==> src/rtl/fp_div_seq.sv <==
// -----------------------------------------------------------------------------
// fp_div_seq -- sequential IEEE-754 single-precision divider (z = a / b)
//
// A single operation is in flight at a time. The operands are captured on an
// in_valid/in_ready handshake. Special operands resolve in one step. Normal
// operands go through 26 restoring radix-2 iterations and then rounding. The
// result is held until an out_valid/out_ready handshake. Denormal inputs are
// treated as zero, and results that underflow never become denormals.
//
// Parameters
//   round      rounding mode (fp_div_pkg::round_mode_e), default IEEE_near
//
// Ports
//   clk        clock; all state changes on the rising edge
//   rst        asynchronous active-low reset
//   a, b       dividend / divisor, IEEE-754 single precision
//   in_valid   operands valid
//   in_ready   block idle and able to accept operands
//   z          quotient
//   status     [0] zero [1] inf [2] nan [3] tiny [4] huge [5] inexact
//              [6] div_by_zero [7] always 0
//   out_valid  z/status valid (held until accepted)
//   out_ready  consumer accepts z/status
// -----------------------------------------------------------------------------
package fp_div_pkg;
    typedef enum logic [2:0] {
        IEEE_near = 3'd0,
        IEEE_zero = 3'd1,
        IEEE_pinf = 3'd2,
        IEEE_ninf = 3'd3,
        near_up   = 3'd4,
        away_zero = 3'd5
    } round_mode_e;
endpackage

module fp_div_seq
    import fp_div_pkg::*;
#(
    parameter round_mode_e round = IEEE_near
) (
    input  logic        clk,
    input  logic        rst,
    input  logic [31:0] a,
    input  logic [31:0] b,
    input  logic        in_valid,
    output logic        in_ready,
    output logic [31:0] z,
    output logic [7:0]  status,
    output logic        out_valid,
    input  logic        out_ready
);

    typedef enum logic [2:0] {IDLE, LOAD, DIVIDE, ROUND, DONE} state_e;

    // Increment decision for the 24-bit mantissa given its lsb and the
    // guard/round/sticky bits below it.
    function automatic logic round_inc(input round_mode_e mode, input logic sign,
                                       input logic lsb, input logic g,
                                       input logic r, input logic s);
        logic lost;
        lost = g | r | s;
        case (mode)
            IEEE_near: round_inc = g & (r | s | lsb);
            IEEE_zero: round_inc = 1'b0;
            IEEE_pinf: round_inc = ~sign & lost;
            IEEE_ninf: round_inc = sign & lost;
            near_up:   round_inc = g;
            away_zero: round_inc = lost;
            default:   round_inc = 1'b0;
        endcase
    endfunction

    // Overflow saturates to max normal instead of infinity when the mode
    // rounds toward zero for that sign.
    function automatic logic ovf_to_max(input round_mode_e mode, input logic sign);
        case (mode)
            IEEE_zero: ovf_to_max = 1'b1;
            IEEE_pinf: ovf_to_max = sign;
            IEEE_ninf: ovf_to_max = ~sign;
            default:   ovf_to_max = 1'b0;
        endcase
    endfunction

    // Underflow lifts to min normal instead of zero when the mode rounds
    // away from zero for that sign.
    function automatic logic unf_to_min(input round_mode_e mode, input logic sign);
        case (mode)
            away_zero: unf_to_min = 1'b1;
            IEEE_pinf: unf_to_min = ~sign;
            IEEE_ninf: unf_to_min = sign;
            default:   unf_to_min = 1'b0;
        endcase
    endfunction

    state_e             state_q, state_d;
    logic [31:0]        a_q, a_d, b_q, b_d;
    logic               sign_q, sign_d;
    logic signed [9:0]  exp_q, exp_d;
    logic [23:0]        div_q, div_d;
    logic [25:0]        rem_q, rem_d;
    logic [25:0]        quo_q, quo_d;
    logic [25:0]        cnt_q, cnt_d;      // one-hot iteration marker
    logic [31:0]        z_q, z_d;
    logic [7:0]         status_q, status_d;
    logic               out_valid_q, out_valid_d;
    logic               in_ready_q, in_ready_d;

    // Operand unpacking
    logic [7:0]         ea, eb;
    logic [23:0]        ma, mb;
    logic               a_zero, b_zero, a_inf, b_inf, a_nan, b_nan, sign_ab;
    logic signed [9:0]  exp_diff;

    always_comb begin
        ea       = a_q[30:23];
        eb       = b_q[30:23];
        ma       = {1'b1, a_q[22:0]};
        mb       = {1'b1, b_q[22:0]};
        a_zero   = (ea == 8'h00);
        b_zero   = (eb == 8'h00);
        a_inf    = (ea == 8'hFF) && (a_q[22:0] == 23'd0);
        b_inf    = (eb == 8'hFF) && (b_q[22:0] == 23'd0);
        a_nan    = (ea == 8'hFF) && (a_q[22:0] != 23'd0);
        b_nan    = (eb == 8'hFF) && (b_q[22:0] != 23'd0);
        sign_ab  = a_q[31] ^ b_q[31];
        exp_diff = $signed({2'b00, ea}) - $signed({2'b00, eb}) + 10'sd127;
    end

    // Restoring step and rounding arithmetic
    logic               rem_ge;
    logic [25:0]        rem_sub;
    logic               lsb, guard, rnd, sticky, inc;
    logic [24:0]        mant_sum;
    logic [22:0]        frac_fin;
    logic signed [9:0]  exp_fin;
    logic               ovf, unf;

    always_comb begin
        rem_ge   = (rem_q >= {2'b00, div_q});
        rem_sub  = rem_q - {2'b00, div_q};
        lsb      = quo_q[2];
        guard    = quo_q[1];
        rnd      = quo_q[0];
        sticky   = |rem_q;
        inc      = round_inc(round, sign_q, lsb, guard, rnd, sticky);
        mant_sum = {1'b0, quo_q[25:2]} + {24'd0, inc};
        // Rounding carry out of 1.111..1 gives 10.000..0: renormalise.
        if (mant_sum[24]) begin
            frac_fin = mant_sum[23:1];
            exp_fin  = exp_q + 10'sd1;
        end else begin
            frac_fin = mant_sum[22:0];
            exp_fin  = exp_q;
        end
        ovf = (exp_fin >= 10'sd255);
        unf = (exp_fin <= 10'sd0);
    end

    // Next-state and datapath control
    always_comb begin
        state_d     = state_q;
        a_d         = a_q;
        b_d         = b_q;
        sign_d      = sign_q;
        exp_d       = exp_q;
        div_d       = div_q;
        rem_d       = rem_q;
        quo_d       = quo_q;
        cnt_d       = cnt_q;
        z_d         = z_q;
        status_d    = status_q;

        case (state_q)
            IDLE: begin
                if (in_valid && in_ready_q) begin
                    a_d     = a;
                    b_d     = b;
                    state_d = LOAD;
                end
            end
            LOAD: begin
                sign_d = sign_ab;
                if (a_nan || b_nan || (a_zero && b_zero) || (a_inf && b_inf)) begin
                    z_d      = 32'h7FC0_0000;
                    status_d = 8'h04;
                    state_d  = DONE;
                end else if (a_inf) begin
                    z_d      = {sign_ab, 8'hFF, 23'd0};
                    status_d = 8'h02;
                    state_d  = DONE;
                end else if (b_zero) begin
                    z_d      = {sign_ab, 8'hFF, 23'd0};
                    status_d = 8'h42;
                    state_d  = DONE;
                end else if (a_zero || b_inf) begin
                    z_d      = {sign_ab, 31'd0};
                    status_d = 8'h01;
                    state_d  = DONE;
                end else begin
                    div_d = mb;
                    quo_d = 26'd0;
                    cnt_d = 26'd1;
                    // Pre-scale the dividend so the quotient lands in [1,2).
                    if (ma < mb) begin
                        rem_d = {1'b0, ma, 1'b0};
                        exp_d = exp_diff - 10'sd1;
                    end else begin
                        rem_d = {2'b00, ma};
                        exp_d = exp_diff;
                    end
                    state_d = DIVIDE;
                end
            end
            DIVIDE: begin
                if (rem_ge) begin
                    rem_d = {rem_sub[24:0], 1'b0};
                    quo_d = {quo_q[24:0], 1'b1};
                end else begin
                    rem_d = {rem_q[24:0], 1'b0};
                    quo_d = {quo_q[24:0], 1'b0};
                end
                cnt_d = {cnt_q[24:0], 1'b0};
                if (cnt_q[25]) begin
                    state_d = ROUND;
                end
            end
            ROUND: begin
                status_d    = 8'h00;
                status_d[5] = guard | rnd | sticky;
                if (ovf) begin
                    status_d[4] = 1'b1;
                    status_d[5] = 1'b1;
                    if (ovf_to_max(round, sign_q)) begin
                        z_d = {sign_q, 31'h7F7F_FFFF};
                    end else begin
                        z_d         = {sign_q, 8'hFF, 23'd0};
                        status_d[1] = 1'b1;
                    end
                end else if (unf) begin
                    status_d[3] = 1'b1;
                    status_d[5] = 1'b1;
                    if (unf_to_min(round, sign_q)) begin
                        z_d = {sign_q, 31'h0080_0000};
                    end else begin
                        z_d         = {sign_q, 31'd0};
                        status_d[0] = 1'b1;
                    end
                end else begin
                    z_d = {sign_q, exp_fin[7:0], frac_fin};
                end
                state_d = DONE;
            end
            DONE: begin
                if (out_ready) begin
                    state_d = IDLE;
                end
            end
            default: state_d = IDLE;
        endcase

        in_ready_d  = (state_d == IDLE);
        out_valid_d = (state_d == DONE);
    end

    always_ff @(posedge clk or negedge rst) begin
        if (!rst) begin
            state_q     <= IDLE;
            a_q         <= 32'd0;
            b_q         <= 32'd0;
            sign_q      <= 1'b0;
            exp_q       <= 10'sd0;
            div_q       <= 24'd0;
            rem_q       <= 26'd0;
            quo_q       <= 26'd0;
            cnt_q       <= 26'd0;
            z_q         <= 32'd0;
            status_q    <= 8'd0;
            out_valid_q <= 1'b0;
            in_ready_q  <= 1'b0;
        end else begin
            state_q     <= state_d;
            a_q         <= a_d;
            b_q         <= b_d;
            sign_q      <= sign_d;
            exp_q       <= exp_d;
            div_q       <= div_d;
            rem_q       <= rem_d;
            quo_q       <= quo_d;
            cnt_q       <= cnt_d;
            z_q         <= z_d;
            status_q    <= status_d;
            out_valid_q <= out_valid_d;
            in_ready_q  <= in_ready_d;
        end
    end

    assign in_ready  = in_ready_q;
    assign out_valid = out_valid_q;
    assign z         = z_q;
    assign status    = status_q;

endmodule
==> config.mk <==
export PLATFORM = sky130hd
export DESIGN_NAME = fp_div_seq
export DESIGN_NICKNAME = d
export VERILOG_FILES = /design/src/rtl/fp_div_seq.sv
export SDC_FILE = /design/constraint.sdc
export NUM_CORES = 1
export LEC_CHECK = 0
export ABC_AREA = 1
export CORE_ASPECT_RATIO = 1.75
export CORE_MARGIN = 10
export CORE_UTILIZATION = 46
export DETAILED_ROUTE_END_ITERATION = 7
export PLACE_DENSITY = 0.66
export SKIP_CTS_REPAIR_TIMING = 1
export SLEW_MARGIN = 20
export SYNTH_ARGS = -nofsm -noshare
export SYNTH_HDL_FRONTEND = slang
export SYNTH_SLANG_ARGS = --single-unit
==> constraint.sdc <==
create_clock -name clk -period 3.67 [get_ports clk]
set_input_delay 0.9175 -clock clk [delete_from_list [all_inputs] [get_ports clk]]
set_output_delay 0.9175 -clock clk [all_outputs]
set_load 0.1 [all_outputs]
Word-level counts from Yosys, hierarchy flattened
Cells that the tools add are included.

Input port bits: 68. Register bits: 222. Output and inout bits: 42.

Bitwise logic cells: 10. Reductions and logical operators: 26. Mux-type cells: 58. Equality and inequality tests: 12. Magnitude comparators: 4. Add/sub/neg operators: 6.

Operators with widths (count): 2-to-1 mux 26 bit (13); one-hot mux 26 bit (2 select lines) (3); 2-to-1 mux 32 bit (4); one-hot mux 32 bit (2 select lines) (1); 2-to-1 mux 31 bit (2); 2-to-1 mux 24 bit (2); zero test 23 bit (2); nonzero test 23 bit (2); 2-to-1 mux 8 bit (4); >= comparator 26 x 24 -> 1 bit (1); OR reduction 26 bit (1); adder 24 x 1 -> 25 bit (1); 2-to-1 mux 25 bit (1); subtractor 25 x 24 -> 25 bit (1); less-than comparator 24 bit (1); 2-to-1 mux 23 bit (1); 2-to-1 mux 3 bit (7); 2-to-1 mux 10 bit (2); == test 8 bit (second input constant) (2); zero test 8 bit (2); 2-to-1 mux 1 bit (16); one-hot mux 8 bit (2 select lines) (1); one-hot mux 3 bit (5 select lines) (1); adder 10 x 2 -> 10 bit (second input constant) (1); 20 further kinds (44).

Depth between registers and ports, before layout
Depth after elaboration: 14. Gate-level depth with buffers: 21. Gate-level depth less buffers: 20.

Worst setup path before layout
OpenSTA, ideal clock, no wires.

Path kind: register -> register. From: register a_q[23]. To: register exp_q[7]. Buffers on the path: 0. Setup time: 118 ps. Data required time: 3552 ps. Setup slack: 1263 ps. Stages on the path, launching flop included: 17. Data arrival time: 2289 ps. Cells stage by stage: dfrtp_1 -> inv_1 -> ha_1 -> inv_1 -> fa_1 -> inv_1 -> ha_1 -> inv_1 -> xor2_1 -> nor2_1 -> nand3_1 -> nor2_1 -> nand2_1 -> nor3_1 -> nand2_1 -> nand3_1 -> nand2_1.

Cells in the longest elaborated chain, start to end: 7.

RTL lines: from (decl) (RTL line 96) `logic [31:0] a_q, a_d, b_q, b_d;`; from (signal assigned) (RTL line 268) `a_q <= 32'd0;`; from (signal assigned) (RTL line 282) `a_q <= a_d;`; branches (longest 7 deep; another with adder 9 x 8 -> 10 bit); to (signal assigned) (RTL line 285) `exp_q <= exp_d;`; to (decl) (RTL line 98) `logic signed [9:0] exp_q, exp_d;`.

Several ways; the timed one is not identified. A chain may end at the register's enable or synchronous reset.

Worst setup path after layout
From: register quo_q[1]. To: register z_q[2] (netlist: z[2]).

Cells in the longest elaborated chain, start to end: 7.

RTL lines: from (decl) (RTL line 101) `logic [25:0] quo_q, quo_d;`; from (signal assigned) (RTL line 288) `quo_q <= quo_d;`; bitwise AND 1 bit * (RTL line 63) `IEEE_near: round_inc = g & (r | s | lsb);`; adder 24 x 1 -> 25 bit * (RTL line 146) `mant_sum = {1'b0, quo_q[25:2]} + {24'd0, inc};`; 2-to-1 mux 10 bit (RTL line 148) `if (mant_sum[24]) begin`; less-or-equal comparator 10 x 1 -> 1 bit (RTL line 156) `unf = (exp_fin <= 10'sd0);`; 2-to-1 mux 31 bit (RTL line 239) `end else if (unf) begin`; 2-to-1 mux 31 bit * (RTL line 230) `if (ovf) begin`; one-hot mux 32 bit (2 select lines) * (RTL line 173) `case (state_q)`; to (signal assigned) (RTL line 290) `z_q <= z_d;`; to (decl) (RTL line 103) `logic [31:0] z_q, z_d;`.

Mark *: on every way between the ends. The rest lies on a longest branch, timed or not.

==> results.md <==
- Yosys warns: 0
- Clock Path Buffers: 3
- PortBufs: 108
- CTS buffer count: 23
- Startpoint types: register
- Core box area: 28000 um2
- Crit. End Element: register
- HPWL Detailed: 29600 um
- GRT Util Overall: 20.6%
- Crit-path cells: nand2_1 -> inv_1 -> ha_1 -> nand2_1 -> inv_1 -> nand2_1 -> nor2_4 -> nand2_4 -> clkinv_2 -> nand2_1 -> nand2_2 -> nand2_1 -> nor2_1 -> nand2_2 -> nand2_2 -> inv_2 -> o21ai_0 -> o21ai_1
- Worst Path Max Fanout: 22
- Post-synthesis register bit count: 221
- Rel. slew slack: 32.3%
- Syn_area_per_cell: 7.49 um2
- Crit path DAT: 3.38 ns
- Die extent in x: 147 um
- Leak Pwr: 7.45 nW
- Via count: 11.7k
- Residual DRC: 0
- Status: finished, final reports clean
- Die area: 35800 um2
- Final min period: 2.98 ns
- TritonCTS clock tree: yes
- First-pass GRT wire length: 60400 um
- Wire per inst: 17.0 um
- H-tree levels: 1
- Initial Utilization: 46.7%
- Fill cell count: 2770
- Register area share after synthesis: 42.3%
- Synth Net Count: 1872
- Largest net degree at the start of global routing: 85
- Area Growth Syn to Fin: 16.9%
- Critical-path top delay cell: dfrtp_1
- Most frequent CP cell: nand2_1
- Die outline height: 243 um
- Total gr overflow: 0
- Clock Skews: 0.00917 ns
- Fmax achieved: 335 MHz
- Max Slew Vio Count: 0
- Routed WL: 37700 um
- CP top delay family: simple AND/OR/NAND/NOR gates
- Synth top cells by count: 387 x nand2_1, 221 x dfrtp_1, 221 x inv_1
- Synth area leader: dfrtp_1
- Clk Latency, worst-skew pair: 0.52 ns
- Utilization after layout: 54.6%
- Post-synth top area share: 42.3%
- Crit Path Category: register to register
- Worst Path Buf+Inv: 4
- Iteration-0 DRC Markers: 553
- Clock root buffer: clkbuf_16
- Critical Path RT: 4.07 ns
- Diodes inserted: 0
- Fraction of layout cells with a size suffix above 1: 7.52%
- Drt pass-1 iters: 5
- Library cells used by synthesis: 48
- Worst-margin pin slew: 1.01 ns
- Clock sinks: 221
- Peak supply drop: 869 uV
- Post-DR vias/cell: 5.26
- Placer Congestion: 0.989
- Mapped cell area: 13100 um2
- Io pins: 110
- Hold/Removal Path Class: input port to async pin
- Count leader, synth: nand2_1
- Final TNS setup: 0 ns
- Max-cap violations: 0
- Area contributors post-synth: dfrtp_1 42%, nand2_1 11%, inv_1 6.3%
- Vias in the first global route: 11.8k
- Post-synth EDFFs: 0
- Post-Syn Instances: 1744
- RR Startpoint: quo_q[1]
- Ys async rst share: 100%
- Fin nets: 1963
- Power Dens Cells: 1050 nW/um2
- Final hold vios: 0
- Reg area: 5530 um2
- Row count: 81
- Area of the multi-input gates: 6400 um2
- Crit path largest cell delay: 0.38 ns
- # setup viols final: 0
- RSZ-0062 raised after global routing: false
- Post-route ant nets: 0
- Critical path origin: quo_q[1]
- Clock input transition at the sequential cells of the worst setup and hold paths: 0.06 ns
- Most common flop cell mapped by yosys: dfrtp_1
- Antenna violations before repair: 0
- Fin crit share: 81.2%
==> layout by cell type, fill, tap and decap left out, types with 6 or more instances in the layout <==
master	n
xor2_1	27
nand4_1	24
inv_2	6
ha_1	58
inv_1	220
dfrtp_1	221
nor3_1	16
nor2_1	215
xnor2_1	15
nand2_2	20
clkbuf_16	23
o22ai_1	51
buf_4	38
mux2_2	10
nor4_1	11
a21oi_1	118
o21bai_1	7
o21ai_0	124
o21ai_1	22
nand2_1	386
clkdlybuf4s50_1	83
nand3_1	85
==> path summary, 6_finish.rpt <==
check / endpoint / slack, ns / cells past startpoint
max: z[2] / 0.69 / 18
min: z[2] / 0.35 / 1
max reg2reg: z[2] / 0.69 / 18
min reg2reg: div_q[23] / 0.46 / 2
max in group asynchronous: rem_q[18] / 2.46 / 2
min in group clk: div_q[23] / 0.46 / 2
==> where the power goes <==
group | switching, mW | internal [mW] | total (mW) | leakage, nW
combinational | 6.36 | 3.13 | 9.49 | 4.34
clock | 0.959 | 1.50 | 2.46 | 0.390
sequential | 0.681 | 3.35 | 4.03 | 2.73
==> layout make-up <==
| class | count | area share [%] |
|---|---|---|
| multi-input cells | 1234 | 41.9 |
| flip-flops and latches | 221 | 36.2 |
| repair buffers | 127 | 8.06 |
| inverters | 228 | 5.61 |
| clock buffers | 28 | 4.15 |
| well taps | 373 | 3.06 |
| clock inverters | 10 | 1.02 |
==> metal layers <==
layer	part of all wire, %	vias to the layer above	track usage (%)
li1	-	5829	-
met1	36	5491	20.5
met2	55	268	40.0
met3	4.0	89	3.35
met4	4.7	0	9.54
met5	0	-	0
==> sequential cells by signal, summed over array words and instances, names as in the netlist <==
register / cells
exp_q: 10
sign_q: 1
b_q: 32
out_valid: 1
state_q: 3
rem_q: 26
in_ready: 1
div_q: 24
a_q: 32
quo_q: 26
cnt_q: 26
status: 7
z: 32
==> worst register-to-register path: stages (launching register included) <==
cell and delay [ns]:
dfrtp_1 0.38, nand2_1 0.08, inv_1 0.15, ha_1 0.19, nand2_1 0.05, inv_1 0.07, nand2_1 0.12, nor2_4 0.31
nand2_4 0.24, clkinv_2 0.19, nand2_1 0.09, nand2_2 0.09, nand2_1 0.05, nor2_1 0.12, nand2_2 0.07, nand2_2 0.20
inv_2 0.19, o21ai_0 0.20, o21ai_1 0.09
==> cells by family (layout without fill, tap and decap cells) <==
family | after synthesis | count (layout) | share of synthesized area, %
adders and majority gates | 60 | 60 | 5.86
and+or+nand+nor | 782 | 782 | 25.3
xor gates and xnor gates | 42 | 42 | 2.82
AOI/OAI and AO/OA | 339 | 339 | 14.0
buffers and inverters | 289 | 393 | 8.81
other | 1 | 1 | 0.0287
DFF | 221 | 221 | 42.3
muxes | 10 | 10 | 0.862
==> through the flow <==
| stage | instances | hold slack, ns | setup slack [ns] | power (mW) | area, um2 |
|---|---|---|---|---|---|
| 3_5_place_dp | 2183 | 0.454 | 0.679 | 13.5 | 14500 |
| 3_3_place_gp | 2183 | 0.439 | 0.767 | 13.3 | 14500 |
| 6_report | 2221 | 0.353 | 0.689 | 16.0 | 15300 |
| 2_1_floorplan | 1744 | 0.426 | 1.26 | 11.0 | 13100 |
| 4_1_cts | 2221 | 0.398 | 0.676 | 16.0 | 15300 |
| 5_1_grt | 2221 | 0.413 | 0.371 | 17.4 | 15300 |
Note: power is estimated with default switching activity, not from simulation.
